==> src/rtl/seg7_scan_mux_pkg.sv <==
// Shared display parameters for the scan multiplexer and the downstream segment decoder.
// Holds the default digit count, the slot prescale and the digit-index width helper.
package seg7_scan_mux_pkg;

    localparam int DEF_NUM_DIGITS = 4;
    localparam int DEF_PRESCALE   = 50000;

    // The index port is never narrower than one bit, even for a two-digit display.
    function automatic int idx_width(input int num_digits);
        return (num_digits <= 2) ? 1 : $clog2(num_digits);
    endfunction

endpackage

==> src/rtl/seg7_prescaler.sv <==
// Slot prescaler: counts 0..PRESCALE-1 and flags the final cycle of each digit slot.
module seg7_prescaler
    import seg7_scan_mux_pkg::*;
#(
    parameter int PRESCALE = DEF_PRESCALE
) (
    input  logic clk,
    input  logic rst,
    output logic slot_tick
);

    localparam int CW = (PRESCALE <= 2) ? 1 : $clog2(PRESCALE);
    localparam logic [CW-1:0] LAST = CW'(PRESCALE - 1);

    logic [CW-1:0] count_q;
    logic [CW-1:0] count_d;

    always_comb begin
        slot_tick = (count_q == LAST);
        count_d   = slot_tick ? '0 : count_q + CW'(1);
    end

    always_ff @(posedge clk or posedge rst) begin
        if (rst) begin
            count_q <= '0;
        end else begin
            count_q <= count_d;
        end
    end

endmodule

==> src/rtl/seg7_scan_mux.sv <==
// Time-multiplexed 7-segment digit scanner with leading-zero suppression.
// Emits the selected nibble, decimal point and anode enables; segment decoding happens downstream.
module seg7_scan_mux
    import seg7_scan_mux_pkg::*;
#(
    parameter int NUM_DIGITS = DEF_NUM_DIGITS,
    parameter int PRESCALE   = DEF_PRESCALE
) (
    input  logic                            clk,
    input  logic                            rst,
    input  logic [4*NUM_DIGITS-1:0]         value_in,
    input  logic                            load,
    input  logic [NUM_DIGITS-1:0]           dp_in,
    input  logic                            lz_en,
    output logic [3:0]                      digit_hex,
    output logic                            dp_n,
    output logic [NUM_DIGITS-1:0]           an_n,
    output logic [idx_width(NUM_DIGITS)-1:0] digit_idx,
    output logic                            slot_tick
);

    localparam int IW = idx_width(NUM_DIGITS);

    logic [IW-1:0]           idx_q,   idx_d;
    logic [4*NUM_DIGITS-1:0] value_q, value_d;
    logic [NUM_DIGITS-1:0]   dp_q,    dp_d;
    logic                    lz_q,    lz_d;
    logic [NUM_DIGITS-1:0]   an_q,    an_d;
    logic [3:0]              hex_q,   hex_d;
    logic                    dpn_q,   dpn_d;
    logic [NUM_DIGITS-1:0]   blank_d;

    seg7_prescaler #(
        .PRESCALE (PRESCALE)
    ) u_prescaler (
        .clk       (clk),
        .rst       (rst),
        .slot_tick (slot_tick)
    );

    always_comb begin
        value_d = load ? value_in : value_q;
        dp_d    = load ? dp_in    : dp_q;
        lz_d    = load ? lz_en    : lz_q;
        idx_d   = idx_q;
        if (slot_tick) begin
            idx_d = (idx_q == IW'(NUM_DIGITS - 1)) ? '0 : idx_q + IW'(1);
        end
    end

    // A digit stays blank only while every nibble from the top down to it is zero
    // and no decimal point is requested at or above it.
    always_comb begin : blank_scan
        logic lead;
        lead    = lz_d;
        blank_d = '0;
        for (int i = NUM_DIGITS - 1; i >= 0; i--) begin
            lead       = lead && (value_d[4*i +: 4] == 4'h0) && !dp_d[i];
            blank_d[i] = lead && (i != 0);
        end
    end

    // Outputs are computed from the post-edge index and display registers so a
    // load coinciding with a slot advance shows the new value at the new index.
    always_comb begin
        an_d  = '1;
        hex_d = 4'h0;
        dpn_d = 1'b1;
        if (!blank_d[idx_d]) begin
            an_d  = ~(NUM_DIGITS'(1) << idx_d);
            hex_d = value_d[4*idx_d +: 4];
            dpn_d = ~dp_d[idx_d];
        end
    end

    always_ff @(posedge clk or posedge rst) begin
        if (rst) begin
            idx_q   <= '0;
            value_q <= '0;
            dp_q    <= '0;
            lz_q    <= 1'b0;
            an_q    <= '1;
            hex_q   <= 4'h0;
            dpn_q   <= 1'b1;
        end else begin
            idx_q   <= idx_d;
            value_q <= value_d;
            dp_q    <= dp_d;
            lz_q    <= lz_d;
            an_q    <= an_d;
            hex_q   <= hex_d;
            dpn_q   <= dpn_d;
        end
    end

    assign an_n      = an_q;
    assign digit_hex = hex_q;
    assign dp_n      = dpn_q;
    assign digit_idx = idx_q;

endmodule

==> config.mk <==
export PLATFORM = sky130hd
export DESIGN_NAME = seg7_scan_mux
export DESIGN_NICKNAME = d
export VERILOG_FILES = /design/src/rtl/seg7_scan_mux_pkg.sv /design/src/rtl/seg7_prescaler.sv /design/src/rtl/seg7_scan_mux.sv
export SDC_FILE = /design/constraint.sdc
export NUM_CORES = 1
export LEC_CHECK = 0
export ABC_CLOCK_PERIOD_IN_PS = 2300
export BUFFER_PORTS_ARGS = -buffer_cell sky130_fd_sc_hd__buf_2
export CAP_MARGIN = 25
export CORE_MARGIN = 2
export CORE_UTILIZATION = 50
export CTS_BUF_LIST = sky130_fd_sc_hd__clkbuf_16
export CTS_CLUSTER_SIZE = 24
export DETAILED_ROUTE_END_ITERATION = 12
export PLACE_DENSITY = 0.79
export SETUP_SLACK_MARGIN = 0.5
export SYNTH_ARGS = -nofsm -noshare
export SYNTH_HDL_FRONTEND = slang
export SYNTH_SLANG_ARGS = --single-unit
export TNS_END_PERCENT = 5
==> constraint.sdc <==
create_clock -name clk -period 2.3 [get_ports clk]
set_input_delay 0.345 -clock clk [delete_from_list [all_inputs] [get_ports clk]]
set_output_delay 0.345 -clock clk [all_outputs]
set_load 0.03 [all_outputs]
==> impl_results.md, run 1 <==
- Library cells used by synthesis: 45
- Number of ports placed on the die boundary: 36
- Achievable clock frequency: ~0.52 GHz
- Slew Viols, Final: 0
- Critical path's top delay family: simple AND/OR/NAND/NOR gates
- Power density cells: roughly 660 nW/um^2
- Mapped Area: between 2000 and 2500 sq um
- Top cell type by total area after synthesis: dfrtp_1
- Cell breakdown of the critical path: nor4_4, and4_4, buf_4, mux2_4, a221oi_2, a21oi_1
- Run status: complete, no violations
- CP Data Arrival Time: between 2 and 2.5 ns
- Overall die area: approximately 5400 sq um
- Reported max-cap violation count: 0
- Setup repair after global routing missed its margin: true
- Proportion of synthesized chip area in sequential cells: between 50% and 60%
- Port-buffer cells: 35
- Routed WL: ~5000 um
- Highest cell delay on the worst timing path: 0.41 ns
- Total leakage power: between 1 and 1.5 nW
- Clock transition at the registers of the reported paths: roughly 0.060 ns
- Global-route congestion overflow total: 0
- Share of post-route cells with drive strength above 1: between 30% and 40%
- Fin util: 62.4%
- Post-synth top flop: dfrtp_1
- Largest vdd supply drop: around 0.35 mV
- Core Footprint: 4660 sq um
- Largest net degree at the start of global routing: a little under 50
- Syn nets: between 200 and 250
- Total inserted antenna cells: 0
- Final routed wire length divided by cell count: approximately 16 um
- Crit path max-delay cell type: dfrtp_1
- Starting utilization of the core area: 51.3%
- Post-detailed-placement half-perimeter wirelength: 3480 um
- Clock Tree Root: clkbuf_16
- Async S/R FF share, synth: 100%
- Via count of the first global-routing pass: roughly 1.8k
- # rows: 25
- Type of the setup path with the least slack: flop to flop
- Nature of the critical path endpoint: flop
- Data required, critical path: 2.46 ns
- Portion of synthesized cell area occupied by the leading cell type: 45.0%
- Weighted congestion at the end of routability-driven global placement: between 0.8 and 0.9
- Setup clock skew after layout: approximately 0.0050 ns
- Max Fanout on Critical Path: 4
- Startpoint types: flop
- Height of the die: about 73 um
- Post-route setup TNS: 0 ns
- Clock Sink Count: 48
- Via-to-Cell Ratio: around 5.5
- Final-report setup violation count: 0
- Die width: approximately 73 um
- CTS buffer count: 5
- Area delta synth->final: 21.6%
- Vias after detailed routing: about 1.8k
- First-pass GRT wire length: just over 8000 um
- Yosys reg bits: 48
- Period Utilization, post-route: a little over four fifths
- Initial antenna violation count: 0
- Bufs and invs on worst path: 1
- Reg-to-reg slack, setup: roughly 0.37 ns
- Mean post-synth cell area: ~11 sq um
- Number of iterations in the first detailed-routing pass: 4
- Final routed DRC violation total: 0
- GRT Util Overall: between 20% and 30%
- Antenna-violating nets left: 0
- Type of the worst min-delay path: input port to asynchronous set/reset pin
- Clock tree from TritonCTS: yes
- Number of enable flip-flop cells after synthesis: 0
- First-iteration detailed-routing DRC count: roughly 130
- Number of instances in the synthesized netlist: 214
- Rel. slew slack: approximately three fifths
- Buffers from clock root to sink, at most: 2
- Worst-Skew Late Latency: approximately 0.28 ns
- Count of endpoints failing hold in the final timing report: 0
- Measured slew at the worst slew-check pin: 0.618 ns
- Number of synthesis warnings: 0
- Final #Nets: 287
- Final worst path period need: about 1.9 ns
- H-tree depth reported by CTS: 2
- Synth cell count leaders: 43 x dfrtp_1, 22 x nor2_1, 15 x mux2_2, 12 x mux2i_1, 11 x nand3_1
- Leading cell type by number of instances after synthesis: dfrtp_1
- Leading cell types by total area after synthesis: dfrtp_1 45%, mux2_2 7.1%, dfstp_2 5.5%
-- sequential cells by signal (all words and copies together), names as in the netlist --
| register | count |
|---|---|
| value_q | 16 |
| digit_idx | 2 |
| lz_q | 1 |
| dp_n | 1 |
| digit_hex | 4 |
| dp_q | 4 |
| an_n | 4 |
| u_prescaler.count_q | 16 |
-- path summary, 6_finish.rpt --
path | end | cells after the start | start
min reg2reg | value_q[1] | 2 | value_q[1]
max | digit_hex[0] | 6 | u_prescaler.count_q[10]
max reg2reg | digit_hex[0] | 6 | u_prescaler.count_q[10]
min in group clk | value_q[1] | 3 | value_in[1]
max in group asynchronous | an_n[0] | 3 | rst
min | u_prescaler.count_q[13] | 3 | rst
-- worst min-delay path: cells and delay by family --
family,cells,cell delay [ns]
buffers and inverters,3,0.40
-- repair_timing --
item / in CTS / in global routing
hold buffers: 0 / 0
setup buffers: 8 / 0
pin swaps: 5 / 2
resized for setup: 6 / 7
setup endpoints to repair: 8 / 10
-- cell families (layout without fill, tap and decap cells) --
logic type	Yosys count	in the layout	synth area share, %
and+or+nand+nor	78	78	17.7
adders and majority gates	2	2	1.05
DFF	48	48	50.5
muxes	31	31	14.5
buffers and inverters	21	69	4.66
xor gates and xnor gates	14	14	5.13
AOI/OAI and AO/OA	20	20	6.38
-- routing by layer --
layer	share of wire (%)	wire, um	track usage [%]
met2	52	2610	35.9
met1	43	2150	24.0
met3	3.2	161	4.97
met4	1.1	56	4.73
met5	0	0	0
-- area by class of cell --
class	count	area, sq um
Clock buffer	5	125
Inverter	11	41.3
Timing Repair Buffer	50	303
Multi-Input combinational cell	145	1120
Tap cell	54	67.6
Clock inverter	3	42.5
Fill cell	368	1750
Sequential cell	48	1210
-- power by group --
group	internal [mW]	switching, mW	total (mW)
logic	0.0819	0.114	0.196
registers	0.891	0.0150	0.906
clock network	0.510	0.295	0.805
total	1.48	0.424	1.91
-- per-stage QoR --
| step | worst slack [ns] | total power [mW] | instance area (sq um) | hold slack (ns) | std cells |
|---|---|---|---|---|---|
| detailed placement | 0.257 | 1.12 | 2630 | 0.406 | 300 |
| global placement | 0.299 | 1.11 | 2630 | 0.397 | 300 |
| CTS | 0.402 | 1.92 | 2880 | 0.102 | 316 |
| floorplan | 0.379 | 1.05 | 2400 | 0.432 | 214 |
| global route | 0.353 | 1.99 | 2910 | 0.103 | 316 |
| finish | 0.374 | 1.91 | 2910 | 0.0908 | 316 |
-- cells in the final DEF, fill, tap and decap left out, types with 2 or more instances in the layout --
cell type and count:
dfrtp_1 41, buf_2 34, nor2_1 22, mux2_2 15, buf_4 14, mux2i_1 12, nand3_1 11, nand2_1 10
inv_1 9, xor2_1 9, xnor2_1 5, nor2b_1 5, nor3_1 5, dfstp_2 5, clkbuf_16 5, and3_1 4
and2_1 4, mux2_4 3, nor4_1 3, o2111ai_1 3, o31ai_1 3, and4b_1 2, o22ai_1 2, inv_2 2
a21oi_1 2, a22oi_1 2, a31oi_1 2, dfrtp_2 2
No activity file was read; power rests on OpenSTA's default activity.
==> inputs of run 2 (changes only) <==
--- a/config.mk
+++ b/config.mk
@@ -5,7 +5,7 @@
 export SDC_FILE = /design/constraint.sdc
 export NUM_CORES = 1
 export LEC_CHECK = 0
-export ABC_CLOCK_PERIOD_IN_PS = 2300
+export ABC_CLOCK_PERIOD_IN_PS = 1900
 export BUFFER_PORTS_ARGS = -buffer_cell sky130_fd_sc_hd__buf_2
 export CAP_MARGIN = 25
 export CORE_MARGIN = 2
==> constraint.sdc (replaced) <==
create_clock -name clk -period 1.9 [get_ports clk]
set_input_delay 0.285 -clock clk [delete_from_list [all_inputs] [get_ports clk]]
set_output_delay 0.285 -clock clk [all_outputs]
set_load 0.03 [all_outputs]
==> impl_results.md, run 2 (synthesis results as in run 1) <==
- Run status: complete, but fails checks
- Failing checks: setup timing
- Area delta synth->final: 29.8%
- Port-buffer cells: 35
- Worst R2R Path Depth: 7
- Via-to-Cell Ratio: 5.47
- Type of the setup path with the least slack: flop to flop
- Vias after detailed routing: 1848
- First-iteration detailed-routing DRC count: between 70 and 80
- Overall die area: 5350 sq um
- Measured slew at the worst slew-check pin: ~0.48 ns
- Final routed DRC violation total: 0
- Slew Viols, Final: 0
- Seq. cell area: between 1000 and 1500 sq um
- Comb pwr share: between 10% and 20%
- First-pass GRT wire length: 8110 um
- Worst-Skew Late Latency: roughly 0.29 ns
- Nature of the critical path endpoint: flop
- Number of iterations in the first detailed-routing pass: 4
- CTS buffer count: 5
- Cell-internal power: 1.80 mW
- Starting utilization of the core area: between 50% and 60%
- Initial antenna violation count: 0
- Largest vdd supply drop: approximately 0.41 mV
- Share of post-route cells with drive strength above 1: 43.3%
- Final routed wire length divided by cell count: approximately 15 um
- Period Utilization, post-route: 102%
- Setup repair after global routing missed its margin: true
- Part of the power in the clock network: between 40% and 50%
- Clock Tree Root: clkbuf_16
- Cell breakdown of the critical path: nor4_2, buf_4, and4_4, buf_6, mux2_2, o22ai_1, o31ai_1
- Power density cells: around 750 nW/um^2
- Most common library cell in the layout ignoring fill and taps: dfrtp_1
- Height of the die: 73.2 um
- Cell total after placement: 324
- Highest-count cells in the layout ignoring fill and taps: 43 x dfrtp_1, 34 x buf_2, 33 x buf_4
- Type of the worst min-delay path: input port to asynchronous set/reset pin
- Setup clock skew after layout: 0.00490 ns
- Clock tree from TritonCTS: yes
- Destination of the worst register-to-register timing path: digit_hex[2]
- Post-detailed-placement half-perimeter wirelength: roughly 3700 um
- Antenna-violating nets left: 0
- Part of the total power dissipated in sequential elements: a little under half
- Die width: between 70 and 80 um
- Count of endpoints failing hold in the final timing report: 0
- Layout Cells excl Fill: about 340
- Fin util: 66.6%
- Clock transition at the registers of the reported paths: roughly 0.06 ns
- Number of ports placed on the die boundary: 36
- CP Data Arrival Time: between 2 and 2.5 ns
- Largest net degree at the start of global routing: 28
- Combined area of the multi-input logic cells: between 1000 and 1500 sq um
- Routed WL: between 5000 and 6000 um
- Net switching component of the power: 0.525 mW
- Global-route congestion overflow total: 0
- Launch point of the critical path: u_prescaler.count_q[10]
- Achievable clock frequency: a little over 0.5 GHz
- Switching part of the total power: a little under a quarter
- Core Footprint: around 4700 sq um
- Worst-case hold slack: ~0.0092 ns
- Final worst-path setup slack: -0.0388 ns
- Max Fanout on Critical Path: 5
- Startpoint types: flop
- Total leakage power: between 1 and 1.5 nW
- Filler Cells Inserted: around 340
- Buffers from clock root to sink, at most: 2
- H-tree depth reported by CTS: 2
- Clock Sink Count: 48
- GRT Util Overall: 20.0%
- Registers with the highest flip-flop counts: u_prescaler.count_q x16, value_q x16
- Via count of the first global-routing pass: 1818
- Highest cell delay on the worst timing path: between 0.3 and 0.4 ns
- Reg-to-reg slack, setup: -0.04 ns
- Reported max-cap violation count: 0
- # rows: 25
- Weighted congestion at the end of routability-driven global placement: 0.820
- Final-report setup violation count: 3
- Worst reg2reg startpoint: u_prescaler.count_q[10]
- Total inserted antenna cells: 0
- Post-route setup TNS: -0.0602 ns
- Rel. slew slack: 68.2%
- Final worst path period need: about 1.9 ns
- Worst slack after detailed placement: 0.0471 ns
- Hold bufs inserted after CTS: 0
- Final #Nets: about 310
- Data required, critical path: around 2.1 ns
- Crit path max-delay cell type: dfrtp_1
## run 2: cell count changes in the layout (fill, tap and decap cells not counted), sizes merged
cell,delta
buf,+23
clkbuf,-1
## run 2: worst max-delay path by stage
stage | slack, ns | endpoint | cells after the start
5_1_grt | -0.13 | digit_hex[0] | 7
3_3_place_gp | 0.04 | an_n[1] | 6
3_5_place_dp | 0.05 | digit_hex[0] | 7
2_1_floorplan | -0.02 | digit_hex[0] | 9
4_1_cts | 0.008 | slot_tick | 6
6_report | -0.04 | digit_hex[2] | 7
## run 2: through the flow
step	area [sq um]	power (mW)
after floorplan	2400	1.27
after CTS	3050	2.35
after global routing	3100	2.43
after detailed placement	2810	1.36
after global placement	2810	1.35
final	3100	2.33
## run 2: area by class of cell
class / instances / share of cell area [%]
Inverter: 11 / 1.33
Clock inverter: 3 / 1.37
Sequential cell: 48 / 38.9
Timing Repair Buffer: 72 / 15.6
Multi-Input combinational cell: 145 / 36.6
Clock buffer: 5 / 4.03
Tap cell: 54 / 2.18
## run 2: timing repair
item                                    4_1_cts  5_1_grt
hold endpoints to repair                      0        0
endpoints found under the setup margin       23       24
pin swaps                                     1       11
setup buffers                                 6        0
gates resized for setup                       6       13
## run 2: power groups by stage
stage / clock, mW / combinational (mW) / sequential (mW)
after CTS: 1.00 / 0.245 / 1.10
after detailed placement: 0 / 0.243 / 1.12
after global routing: 1.06 / 0.267 / 1.10
final: 0.987 / 0.244 / 1.10
after floorplan: 0 / 0.139 / 1.13
after global placement: 0 / 0.236 / 1.11
## run 2: worst max-delay path: cells and delay by family (launching register included)
family          cells  cell delay [ns]
mux                 1             0.34
flops               1             0.38
buf+inv             2             0.29
simple gates        2             0.54
compound gates      2             0.26
## run 2: per-layer routing
metal  track usage (%)  share of wire [%]
met1              22.7                 41
met4              8.23                2.3
met5                 0                  0
met2              35.1                 53
met3              5.66                3.7
==> inputs of run 3 (changes only) <==
--- a/config.mk
+++ b/config.mk
@@ -9,12 +9,13 @@
 export BUFFER_PORTS_ARGS = -buffer_cell sky130_fd_sc_hd__buf_2
 export CAP_MARGIN = 25
 export CORE_MARGIN = 2
-export CORE_UTILIZATION = 50
+export CORE_UTILIZATION = 40
 export CTS_BUF_LIST = sky130_fd_sc_hd__clkbuf_16
 export CTS_CLUSTER_SIZE = 24
 export DETAILED_ROUTE_END_ITERATION = 12
-export PLACE_DENSITY = 0.79
-export SETUP_SLACK_MARGIN = 0.5
+export HOLD_SLACK_MARGIN = 0.05
+export PLACE_DENSITY = 0.67
+export SETUP_SLACK_MARGIN = 0.05
 export SYNTH_ARGS = -nofsm -noshare
 export SYNTH_HDL_FRONTEND = slang
 export SYNTH_SLANG_ARGS = --single-unit
==> impl_results.md, run 3 (synthesis results as in run 1) <==
- Net switching component of the power: 0.548 mW
- Number of ports placed on the die boundary: 36
- Data required, critical path: between 1.5 and 2 ns
- Filler Cells Inserted: ~490
- Launch point of the critical path: u_prescaler.count_q[10]
- Peak-usage layer in the global routing report: met2
- Source of the worst hold timing path: lz_en
- Largest net degree at the start of global routing: 27
- Crit path max-delay cell type: dfrtp_1
- Clock Sink Count: 48
- Number of iterations in the first detailed-routing pass: 4
- Worst-Skew Late Latency: 0.29 ns
- Via count of the first global-routing pass: 1912
- Starting utilization of the core area: slightly above 40%
- Clock transition at the registers of the reported paths: 0.07 ns
- Setup repair after global routing missed its margin: true
- Power density cells: 785 nW/um^2
- Startpoint types: flop
- Vias after detailed routing: roughly 1.9k
- GRT Util Overall: 17.8%
- Achievable clock frequency: about 0.52 GHz
- Clock tree from TritonCTS: yes
- Global-route congestion overflow total: 0
- Clock Tree Root: clkbuf_16
- Highest-count cells in the layout ignoring fill and taps: 43 x dfrtp_1, 34 x buf_2, 32 x buf_4
- Final routed wire length divided by cell count: between 10 and 15 um
- Via-to-Cell Ratio: around 5.3
- Core Footprint: 5850 sq um
- Most common cell type on the critical path: buf_6
- Overall die area: approximately 6600 sq um
- Highest cell delay on the worst timing path: ~0.4 ns
- Post-detailed-placement half-perimeter wirelength: 3780 um
- Type of the worst min-delay path: input port to flop
- Total leakage power: 1.49 nW
- Final worst path period need: roughly 1.9 ns
- Global Route met1 Usage: 21.2%
- Comb pwr share: 9.8%
- Bufs and invs on worst path: 4
- Routed WL: approximately 5400 um
- Worst-case hold slack: between 0.2 and 0.3 ns
- Reported max-cap violation count: 0
- Port-buffer cells: 35
- Part of the total power dissipated in sequential elements: 44.0%
- Worst reg2reg startpoint: u_prescaler.count_q[10]
- Most common library cell in the layout ignoring fill and taps: dfrtp_1
- Share of post-route cells with drive strength above 1: 41.8%
- Global routing met3 resource utilization: 3.89%
- Final worst-path setup slack: -0.0207 ns
- Fin util: between 50% and 60%
- Nature of the critical path endpoint: primary output
- Cell breakdown of the critical path: nor4_4, buf_4, nand4_1, inv_2, buf_6, buf_6
- Initial antenna violation count: 0
- Setup clock skew after layout: approximately 0.013 ns
- Critical path's top delay family: buffers and inverters
- Rel. slew slack: around 67%
- Area delta synth->final: 32.7%
- Met2 Use GR: 30.2%
- Total inserted antenna cells: 0
- First-pass GRT wire length: around 8800 um
- Run status: complete, but fails checks
- Count of endpoints failing hold in the final timing report: 0
- Final #Nets: 310
- H-tree depth reported by CTS: 2
- CP Data Arrival Time: approximately 1.6 ns
- Type of the setup path with the least slack: flop to primary output
- Antenna-violating nets left: 0
- Registers with the highest flip-flop counts: u_prescaler.count_q x16, value_q x16
- Switching part of the total power: between 20% and 30%
- Cell-internal power: approximately 1.9 mW
- CTS buffer count: 5
- # rows: 28
- First-iteration detailed-routing DRC count: 73
- Height of the die: 81.3 um
- Buffers from clock root to sink, at most: 2
- Failing checks: setup timing
- Max Fanout on Critical Path: 2
- Die width: 81.3 um
- Part of the power in the clock network: 46.1%
- Final routed DRC violation total: 0
- Period Utilization, post-route: 101%
- Measured slew at the worst slew-check pin: between 0.4 and 0.5 ns
- Final-report setup violation count: 1
- Largest vdd supply drop: roughly 0.48 mV
- Slew Viols, Final: 0
- Weighted congestion at the end of routability-driven global placement: between 0.8 and 0.9
==> run 3: cell count changes in the layout (fill, tap and decap cells not counted), sizes merged <==
cell	previous run	this run
inv	11	12
clkinv	1	0
dlygate4sd3	0	1
clkinvlp	1	0
bufinv	1	2
==> run 3: worst min-delay path: cells and delay by family <==
family	cells	cell delay [ns]
buf+inv	2	0.14
mux	1	0.09
==> run 3: timing repair <==
action	in CTS	in global routing
setup endpoints to repair	6	9
gates resized for setup	4	16
hold buffers	1	0
setup buffers	5	1
pin swaps	1	11
hold endpoints to repair	21	0
==> run 3: path summary, 6_finish.rpt <==
check                          endpoint  slack, ns  cells after the start
min in group asynchronous  digit_hex[3]       0.56                      3
setup reg to reg           digit_hex[2]          0                      9
setup / recovery              slot_tick      -0.02                      6
hold reg to reg                    lz_q       0.51                      2
max in group asynchronous       an_n[3]       0.74                      4
hold / removal                     lz_q       0.25                      3
==> run 3: stage by stage <==
step                total power, mW  setup slack (ns)  TNS [ns]  cell area (sq um)  instances
global route                   2.59           -0.0932    -0.414               3170        360
detailed placement             1.36           0.00181         0               2840        345
floorplan                      1.27           -0.0215   -0.0215               2400        214
finish                         2.49           -0.0207   -0.0207               3170        360
CTS                            2.51           -0.0212   -0.0423               3090        359
global placement               1.35            0.0313         0               2840        345
==> run 3: area by class of cell <==
| class | count | area, sq um | area share, % |
|---|---|---|---|
| clock buffer | 5 | 125 | 3.94 |
| clock inverter | 3 | 68.8 | 2.17 |
| inverter | 11 | 41.3 | 1.30 |
| multi-input combinational | 145 | 1140 | 35.9 |
| sequential | 48 | 1210 | 38.1 |
| tap | 75 | 93.8 | 2.96 |
| timing repair buffer | 73 | 497 | 15.7 |
==> run 3: metal layers <==
metal | vias up | part of all wire (%) | wire, um
li1 | 901 | - | -
met1 | 932 | 42 | 2250
met4 | 0 | 3.8 | 206
met5 | - | 0 | 0
met3 | 15 | 4.0 | 217
met2 | 50 | 50 | 2720
==> run 3: power by group through the flow <==
stage	registers, mW	clock network (mW)	logic [mW]
floorplan	1.13	0	0.139
global placement	1.11	0	0.235
detailed placement	1.12	0	0.240
CTS	1.10	1.17	0.244
global route	1.10	1.22	0.269
finish	1.10	1.15	0.245
